===== src/rtl/wb_queue_pkg.sv =====
// Shared types and sizing for the writeback queue feeding the 4x8 register file.
package wb_pkg;
  localparam int DEPTH = 4;
  localparam int DW    = 8;
  localparam int AW    = 2;
  localparam int NREG  = 1 << AW;
  localparam int PW    = $clog2(DEPTH);
  localparam int CW    = PW + 1;

  typedef struct packed {
    logic [AW-1:0] addr;
    logic [DW-1:0] data;
  } wb_entry_t;

  // DEPTH is a power of two, so plain binary addition wraps modulo DEPTH.
  function automatic logic [PW-1:0] ptr_add(input logic [PW-1:0] p, input logic [PW-1:0] n);
    return p + n;
  endfunction
endpackage


===== src/rtl/wb_queue_if.sv =====
// Producer pushes, register-file write port and read-port snoop of the writeback queue.
interface wb_queue_if;
  import wb_pkg::*;

  logic            AluValid;
  logic [AW-1:0]   AluWaddr;
  logic [DW-1:0]   AluData;
  logic            LdValid;
  logic [AW-1:0]   LdWaddr;
  logic [DW-1:0]   LdData;
  logic            Stall;
  logic            Overflow;
  logic            WriteEn;
  logic [AW-1:0]   Waddr;
  logic [DW-1:0]   DataIn;
  logic [AW-1:0]   RaddrA;
  logic [AW-1:0]   RaddrB;
  logic            FwdHitA;
  logic            FwdHitB;
  logic [DW-1:0]   FwdDataA;
  logic [DW-1:0]   FwdDataB;
  logic [NREG-1:0] Busy;

  modport master (
    output AluValid, AluWaddr, AluData, LdValid, LdWaddr, LdData, RaddrA, RaddrB,
    input  Stall, Overflow, WriteEn, Waddr, DataIn, FwdHitA, FwdHitB, FwdDataA, FwdDataB, Busy
  );

  modport slave (
    input  AluValid, AluWaddr, AluData, LdValid, LdWaddr, LdData, RaddrA, RaddrB,
    output Stall, Overflow, WriteEn, Waddr, DataIn, FwdHitA, FwdHitB, FwdDataA, FwdDataB, Busy
  );
endinterface


===== src/rtl/wb_fwd_match.sv =====
// One read port's forwarding lookup: youngest valid entry matching raddr wins.
module wb_fwd_match
  import wb_pkg::*;
(
  input  wb_entry_t        entries [DEPTH],
  input  logic [DEPTH-1:0] valid,
  input  logic [PW-1:0]    head,
  input  logic [AW-1:0]    raddr,
  output logic             hit,
  output logic [DW-1:0]    data
);

  logic [PW-1:0] idx;

  // Walk oldest to youngest so a later match overrides an earlier one.
  always_comb begin
    hit  = 1'b0;
    data = '0;
    idx  = '0;
    for (int k = 0; k < DEPTH; k++) begin
      idx = ptr_add(head, PW'(k));
      if (valid[idx] && (entries[idx].addr == raddr)) begin
        hit  = 1'b1;
        data = entries[idx].data;
      end
    end
  end

endmodule


===== src/rtl/wb_queue.sv =====
// Writeback queue: in-order buffering of load/ALU results with one retirement per cycle.
module wb_queue
  import wb_pkg::*;
(
  input logic        Clk,
  input logic        Reset,
  wb_queue_if.slave  bus
);

  wb_entry_t        entries_q [DEPTH];
  wb_entry_t        entries_d [DEPTH];
  logic [PW-1:0]    head_q, head_d;
  logic [PW-1:0]    tail_q, tail_d;
  logic [CW-1:0]    count_q, count_d;
  logic             overflow_q, overflow_d;

  logic [DEPTH-1:0] valid;
  logic [PW-1:0]    age;
  logic             pop;
  logic [CW-1:0]    occ;
  logic [CW-1:0]    free;
  logic             ld_acc;
  logic             alu_acc;
  logic             drop;
  logic [NREG-1:0]  busy;
  wb_entry_t        head_entry;

  always_comb begin
    valid = '0;
    age   = '0;
    for (int i = 0; i < DEPTH; i++) begin
      age      = PW'(i) - head_q;
      valid[i] = ({1'b0, age} < count_q);
    end
  end

  // Capacity is judged after this cycle's pop; load is older so it claims a slot first.
  assign pop     = (count_q != '0);
  assign occ     = count_q - CW'(pop);
  assign free    = CW'(DEPTH) - occ;
  assign ld_acc  = bus.LdValid && (free >= CW'(1));
  assign alu_acc = bus.AluValid && (free >= (CW'(1) + CW'(ld_acc)));
  assign drop    = (bus.LdValid && !ld_acc) || (bus.AluValid && !alu_acc);

  always_comb begin
    entries_d  = entries_q;
    head_d     = ptr_add(head_q, PW'(pop));
    tail_d     = ptr_add(tail_q, PW'(ld_acc) + PW'(alu_acc));
    count_d    = occ + CW'(ld_acc) + CW'(alu_acc);
    overflow_d = overflow_q | drop;
    if (ld_acc) begin
      entries_d[tail_q] = '{addr: bus.LdWaddr, data: bus.LdData};
    end
    if (alu_acc) begin
      entries_d[ptr_add(tail_q, PW'(ld_acc))] = '{addr: bus.AluWaddr, data: bus.AluData};
    end
    if (Reset) begin
      head_d     = '0;
      tail_d     = '0;
      count_d    = '0;
      overflow_d = 1'b0;
    end
  end

  always_ff @(posedge Clk) begin
    entries_q  <= entries_d;
    head_q     <= head_d;
    tail_q     <= tail_d;
    count_q    <= count_d;
    overflow_q <= overflow_d;
  end

  always_comb begin
    busy = '0;
    for (int i = 0; i < DEPTH; i++) begin
      if (valid[i]) begin
        busy[entries_q[i].addr] = 1'b1;
      end
    end
  end

  assign head_entry   = entries_q[head_q];
  assign bus.WriteEn  = pop && !Reset;
  assign bus.Waddr    = pop ? head_entry.addr : '0;
  assign bus.DataIn   = pop ? head_entry.data : '0;
  assign bus.Stall    = (count_q >= CW'(DEPTH - 1));
  assign bus.Overflow = overflow_q;
  assign bus.Busy     = busy;

  wb_fwd_match u_fwd_a (
    .entries (entries_q),
    .valid   (valid),
    .head    (head_q),
    .raddr   (bus.RaddrA),
    .hit     (bus.FwdHitA),
    .data    (bus.FwdDataA)
  );

  wb_fwd_match u_fwd_b (
    .entries (entries_q),
    .valid   (valid),
    .head    (head_q),
    .raddr   (bus.RaddrB),
    .hit     (bus.FwdHitB),
    .data    (bus.FwdDataB)
  );

endmodule


===== src/flat_wrapper.sv =====
// flat-port wrapper written by rule: the top's interface ports become plain ports
module wb_queue_flat import wb_pkg::*;
  (Clk, Reset, bus_AluValid, bus_AluWaddr, bus_AluData, bus_LdValid, bus_LdWaddr, bus_LdData, bus_RaddrA, bus_RaddrB, bus_Stall, bus_Overflow, bus_WriteEn, bus_Waddr, bus_DataIn, bus_FwdHitA, bus_FwdHitB, bus_FwdDataA, bus_FwdDataB, bus_Busy);
  wb_queue_if bus_i ();
  input logic Clk;
  input logic Reset;
  input wire logic [$bits(bus_i.AluValid)-1:0] bus_AluValid;
  input wire logic [$bits(bus_i.AluWaddr)-1:0] bus_AluWaddr;
  input wire logic [$bits(bus_i.AluData)-1:0] bus_AluData;
  input wire logic [$bits(bus_i.LdValid)-1:0] bus_LdValid;
  input wire logic [$bits(bus_i.LdWaddr)-1:0] bus_LdWaddr;
  input wire logic [$bits(bus_i.LdData)-1:0] bus_LdData;
  input wire logic [$bits(bus_i.RaddrA)-1:0] bus_RaddrA;
  input wire logic [$bits(bus_i.RaddrB)-1:0] bus_RaddrB;
  output wire logic [$bits(bus_i.Stall)-1:0] bus_Stall;
  output wire logic [$bits(bus_i.Overflow)-1:0] bus_Overflow;
  output wire logic [$bits(bus_i.WriteEn)-1:0] bus_WriteEn;
  output wire logic [$bits(bus_i.Waddr)-1:0] bus_Waddr;
  output wire logic [$bits(bus_i.DataIn)-1:0] bus_DataIn;
  output wire logic [$bits(bus_i.FwdHitA)-1:0] bus_FwdHitA;
  output wire logic [$bits(bus_i.FwdHitB)-1:0] bus_FwdHitB;
  output wire logic [$bits(bus_i.FwdDataA)-1:0] bus_FwdDataA;
  output wire logic [$bits(bus_i.FwdDataB)-1:0] bus_FwdDataB;
  output wire logic [$bits(bus_i.Busy)-1:0] bus_Busy;
  assign bus_i.AluValid = bus_AluValid;
  assign bus_i.AluWaddr = bus_AluWaddr;
  assign bus_i.AluData = bus_AluData;
  assign bus_i.LdValid = bus_LdValid;
  assign bus_i.LdWaddr = bus_LdWaddr;
  assign bus_i.LdData = bus_LdData;
  assign bus_i.RaddrA = bus_RaddrA;
  assign bus_i.RaddrB = bus_RaddrB;
  assign bus_Stall = bus_i.Stall;
  assign bus_Overflow = bus_i.Overflow;
  assign bus_WriteEn = bus_i.WriteEn;
  assign bus_Waddr = bus_i.Waddr;
  assign bus_DataIn = bus_i.DataIn;
  assign bus_FwdHitA = bus_i.FwdHitA;
  assign bus_FwdHitB = bus_i.FwdHitB;
  assign bus_FwdDataA = bus_i.FwdDataA;
  assign bus_FwdDataB = bus_i.FwdDataB;
  assign bus_Busy = bus_i.Busy;
  wb_queue u_core (.Clk(Clk), .Reset(Reset), .bus(bus_i));
endmodule

===== config.mk =====
export PLATFORM = sky130hd
export DESIGN_NAME = wb_queue_flat
export DESIGN_NICKNAME = d
export VERILOG_FILES = /design/src/rtl/wb_queue_pkg.sv /design/src/rtl/wb_queue_if.sv /design/src/rtl/wb_fwd_match.sv /design/src/rtl/wb_queue.sv /design/src/flat_wrapper.sv
export SDC_FILE = /design/constraint.sdc
export NUM_CORES = 1
export LEC_CHECK = 0
export ABC_AREA = 0
export CORE_ASPECT_RATIO = 1.1
export CORE_MARGIN = 2
export CORE_UTILIZATION = 30
export CTS_BUF_LIST = sky130_fd_sc_hd__clkbuf_2
export CTS_CLUSTER_DIAMETER = 30
export DETAILED_ROUTE_END_ITERATION = 8
export PLACE_DENSITY = 0.48
export RECOVER_POWER = 50
export SYNTH_ARGS = -nofsm -noshare
export SYNTH_HDL_FRONTEND = slang
export SYNTH_SLANG_ARGS = --single-unit

===== constraint.sdc =====
create_clock -name Clk -period 9.1 [get_ports Clk]
set_input_delay 1.82 -clock Clk [delete_from_list [all_inputs] [get_ports Clk]]
set_output_delay 1.82 -clock Clk [all_outputs]
set_load 0.01 [all_outputs]

### Yosys cells after proc, flatten, opt, wreduce, memory -nomap -nowiden

Index checks and enable logic that the tools add are counted.
Widths: inputs -> output; s select.

| word-level totals | value |
|---|---|
| register bits after elaboration | 48 |
| input bits | 28 |
| output and inout bits | 35 |
| word-level logic and storage cells | 155 |

| cells by class | value |
|---|---|
| $add $sub $neg | 16 |
| magnitude comparators | 27 |
| equality and inequality tests | 8 |
| mux-type cells | 58 |
| bitwise logic cells | 10 |
| reduce and logical (&&, ||, !) cells | 24 |

Operators with widths:

| kind | number |
|---|---|
| $mux 10 | 10 |
| $bmux 10 s2 | 4 |
| $bwmux 40 | 2 |
| $mux 40 | 2 |
| $mux 8 | 9 |
| $demux 10 s2 | 2 |
| $lt 2x3->1 const B | 8 |
| $logic_and 1x1->1 | 19 |
| $ge 3x3->1 const B | 6 |
| $not 2->3 | 6 |
| $eq 2x2->1 | 8 |
| $mux 1 | 16 |
| $mux 4 | 4 |
| $lt 2x3->1 | 4 |
| $or 4x4->4 | 3 |
| $bmux 1 s2 | 4 |
| $demux 1 s2 | 4 |
| $ge 2x1->1 const B | 4 |
| $add 3x1->3 | 2 |
| $lt 3x1->1 const B | 2 |
| $add 2x1->2 | 2 |
| $add 2x2->2 const B | 2 |
| $sub 1x2->2 const A | 2 |
| $sub 2x2->2 const A | 2 |
| 14 further kinds | 16 |

### Depth between registers and ports, before layout

| logic depth | value |
|---|---|
| depth in word-level cells | 13 |
| depth in mapped cells | 21 |
| mapped depth without buffers | 18 |

### Modules after synthesis

A second synthesis with hierarchy kept.

| unflattened totals | value |
|---|---|
| cells, all modules | 705 |
| area, all modules | 5,709.2 µm² |

Modules (own cells, without submodules):

| module | instances | cells an instance | area each (µm²) |
|---|---|---|---|
| wb_fwd_match | 2 | 201 | 1,428.9 |
| wb_queue | 1 | 303 | 2,851.5 |

### Worst setup path before layout

OpenSTA, ideal clock, no wires.

| timing path | value |
|---|---|
| path type | flip-flop to output port |
| from | register u_core.head_q[0] |
| to | output bus_FwdDataA[0] |
| arrival time | 3,455 ps |
| required time | 7,280 ps |
| slack | 3,825 ps |
| cell stages (with the launch flop) | 16 |
| path buffers | 7 |
| path through | dfxtp_1 > buf_6 > buf_2 > buf_2 > buf_1 > clkbuf_1 > xnor2_1 > inv_1 > ha_1 > a21oi_1 > o221ai_2 > a211o_1 > buf_6 > and2_1 > buf_6 > a221oi_2 |

| on the way | value |
|---|---|
| word-level cells in the longest chain between the ends | 10 |
| elaborated cells between the ends (all ways) | 47 |

RTL lines:

| what | line | text |
|---|---|---|
| start, declared | wb_queue.sv:12 | `logic [PW-1:0] head_q, head_d;` |
| start signal, assigned | wb_queue.sv:67 | `head_q <= head_d;` |
| parallel branches: the longest is 9 deep, another holds $lt 2x3->1 | - |  |
| $mux 8 * | wb_fwd_match.sv:22 | `if (valid[idx] && (entries[idx].addr == raddr)) begin` |
| end, declared | flat_wrapper.sv:22 | `output wire logic [$bits(bus_i.FwdDataA)-1:0] bus_FwdDataA;` |

Mark *: on every way between the ends. The select of a mux whose other input is x is not followed.

### Worst setup path after layout

| timing path | value |
|---|---|
| from | register u_core.head_q[1] |
| to | output bus_FwdDataB[6] |

| on the way | value |
|---|---|
| word-level cells in the longest chain between the ends | 10 |
| elaborated cells between the ends (all ways) | 47 |

RTL lines:

| what | line | text |
|---|---|---|
| parallel branches: the longest is 9 deep, another holds $lt 2x3->1 | - |  |
| $mux 8 * | wb_fwd_match.sv:22 |  |
| end, declared | flat_wrapper.sv:23 | `output wire logic [$bits(bus_i.FwdDataB)-1:0] bus_FwdDataB;` |

Marked as above.

==> results.sh <==
export IMPL_clk_path_buf_depth=2
export IMPL_worstPathArrival_ns=5.15
export IMPL_setup_slack_ns=2.13
export IMPL_regArea_um2=962
export IMPL_r2r_end="u_core.entries_q[4]"
export IMPL_max_slew_margin_pct=11.8
export IMPL_die_width_um=119
export IMPL_dp_hpwl_um=9810
export IMPL_worstPathCellList="xnor2_1 > ha_1 > a21oi_1 > o221ai_1 > a211oi_2 > o211ai_2 > o221ai_1 > clkdlybuf4s50_1"
export IMPL_yosysMostFrequentCell="mux2i_1"
export IMPL_cts_hold_buf=0
export IMPL_timing_rr_start="u_core.count_q[2]"
export IMPL_io_buffers=62
export IMPL_routabilityCongestion=0.879
export IMPL_first_pass_iters=4
export IMPL_fin_crit_ns=6.97
export IMPL_rsz0062_at_grt="false"
export IMPL_finalCritPeriodShare_pct=76.6
export IMPL_num_vias=4064
export IMPL_synthTopCellsByCount="mux2i_1, nand2_1, o21ai_0, dfxtp_1, nor2_1"
export IMPL_ys_warn_count=0
export IMPL_fp_coreArea_um2=14300
export IMPL_ys_ff_latch=48
export IMPL_ys_top_cells_by_area="dfxtp_1, mux2i_1, o21ai_0"
export IMPL_start_kind="register"
export IMPL_post_cts_buffers=0
export IMPL_pre_cts_slack_ns=2.47
export IMPL_r2r_setup_slack_ns=4.10
export IMPL_routed_wl_um=12700
export IMPL_grt_usage_pct=16.1
export IMPL_clockRootBuffer="clkbuf_2"
export IMPL_status="completed"
export IMPL_min_path_cells=2
export IMPL_hold_path_class="reg -> reg"
export IMPL_drv_cap=0
export IMPL_cp_max_fo=54
export IMPL_drive_gt1_share_pct=7.75
export IMPL_slowest_stage="dfxtp_2"
export IMPL_crit_type="reg -> out"
export IMPL_cp_common_cell="o221ai_1"
export IMPL_clk_pin_slew_worst_paths_ns=0.24
export IMPL_crit_required_ns=7.28
export IMPL_ios=63
export IMPL_wl_per_cell_um=16.4
export IMPL_slowest_delay_ns=1.16
export IMPL_nNetsFinal=621
export IMPL_vias_per_cell=5.25
export IMPL_hp_start="u_core.bus.Overflow"
export IMPL_yosysSeqAreaShare_pct=21.9
export IMPL_post_cts_resized=0
export IMPL_min_to="u_core.bus.Overflow"
export IMPL_grt_max_degree=58
export IMPL_synth_largest_area_cell="dfxtp_1"
export IMPL_dp_cells=765
export IMPL_stdcell_count=774
export IMPL_grt_ovfl_total=0
export IMPL_cts_buffers=5
export IMPL_start_util_pct=30.5
export IMPL_remaining_drc_errors=0
export IMPL_grt_antenna_before_repair=1
export IMPL_die_h_um=131
export IMPL_dieArea_um2=15600
export IMPL_cp_end_kind="primary output"
export IMPL_grt_pass1_wl_um=20100
export IMPL_cts_sinks=48
export IMPL_cp_startpoint="u_core.head_q[1]"
export IMPL_synth_edf_count=0
export IMPL_fillers=1454
export IMPL_tightest_slew_ns=1.32
export IMPL_grt_pass1_vias=3818
export IMPL_setup_tns_ns=0
export IMPL_synthesis_nets=586
export IMPL_syn_area_per_cell_um2=8.03
export IMPL_cts_tree="built"
export IMPL_ant_nets=0
export IMPL_final_core_util_pct=36.0
export IMPL_finalClockSkew_ns=0.0172
export IMPL_htreeDepth=2
export IMPL_rr_worst_depth=17
export IMPL_finalSetupViolCount=0
export IMPL_drtIter0Drc=269
export IMPL_syn_inst=545
export IMPL_post_synth_top_area_fraction_pct=21.9
export IMPL_timing_fmax_ghz=0.143
export IMPL_syn_area_um2=4380
export IMPL_syn2layout_area_growth_pct=17.7
export IMPL_multiInputGateArea_um2=3190
export IMPL_hold_violations=0
export IMPL_ys_async_sr_fraction_pct=0
export IMPL_insertion_delay_ns=0.45
export IMPL_ys_flop_type="dfxtp_1"
export IMPL_slew_violations=0
export IMPL_synth_distinct_cells=49
export IMPL_rows=46
[layout make-up]
type / instances / area share (%)
Antenna cell: 1 / 0.0486
Timing Repair Buffer: 64 / 12.3
Inverter: 15 / 1.09
Multi-Input combinational cell: 446 / 61.9
Clock buffer: 6 / 0.583
Clock inverter: 2 / 0.680
Sequential cell: 48 / 18.7
Tap cell: 192 / 4.66
[routing by layer]
metal	part of all wire, %	global-route usage (%)	routed length, um
met1	49	22.2	6260
met3	3.8	2.04	482
met2	45	26.4	5750
met5	0	0	0
met4	1.7	5.32	221
[how the worst max path moves through the flow]
stage | end | depth (start not counted)
floorplan | bus_FwdDataA[0] | 15
global placement | bus_FwdDataB[6] | 8
detailed placement | bus_FwdDataB[6] | 8
CTS | bus_FwdDataB[6] | 8
global route | bus_FwdDataB[0] | 8
finish | bus_FwdDataB[6] | 8
[metrics by stage]
stage | cell area (um2) | hold slack [ns]
floorplan | 4380 | 0.513
global placement | 5080 | 0.466
detailed placement | 5080 | 0.479
CTS | 5150 | 0.528
global route | 5150 | 0.568
finish | 5150 | 0.509
[worst max-delay path, delay by kind of cell (launching register included)]
| family | cells | cell delay (ns) |
|---|---|---|
| compound gates | 5 | 2.42 |
| xor+xnor | 1 | 0.20 |
| fa+ha+maj | 1 | 0.34 |
| buf+inv | 1 | 0.58 |
| flops | 1 | 1.16 |
[flip-flops by register name, indices dropped and copies added (netlist names)]
register	count
u_core.count_q	3
u_core.bus.Overflow	1
u_core.tail_q	2
u_core.entries_q	40
u_core.head_q	2
[kinds of logic (layout without fill, tap and decap cells)]
family	Yosys count	in the layout	synth area share (%)
other	0	1	0
buffers and inverters	51	87	5.52
AO/OA/AOI/OAI	144	144	22.8
AND/OR/NAND/NOR	179	179	19.1
flip-flops	48	48	21.9
multiplexers	90	90	22.2
adder cells (fa/ha/maj)	13	13	4.06
XOR/XNOR	20	20	4.32
[cell usage in the layout (no fill, tap or decap), drive strengths merged, types with 7 or more instances in the layout]
master | netlist | final
nand3 | 10 | 10
ha | 11 | 11
nand2 | 65 | 65
nor2 | 35 | 35
inv | 15 | 15
dfxtp | 48 | 48
a21oi | 34 | 34
a221oi | 9 | 9
xor2 | 12 | 12
o21ai | 54 | 54
and2 | 18 | 18
nor2b | 12 | 12
nand2b | 7 | 7
a211oi | 14 | 14
mux2i | 78 | 78
dlygate4sd3 | 0 | 7
xnor2 | 7 | 7
nor3 | 20 | 20
mux2 | 8 | 8
clkdlybuf4s50 | 0 | 55
o221ai | 17 | 17
Power is left out: the tool's default activity adds up to more than one toggle a clock period on the data nets, which glitch-free logic cannot reach.
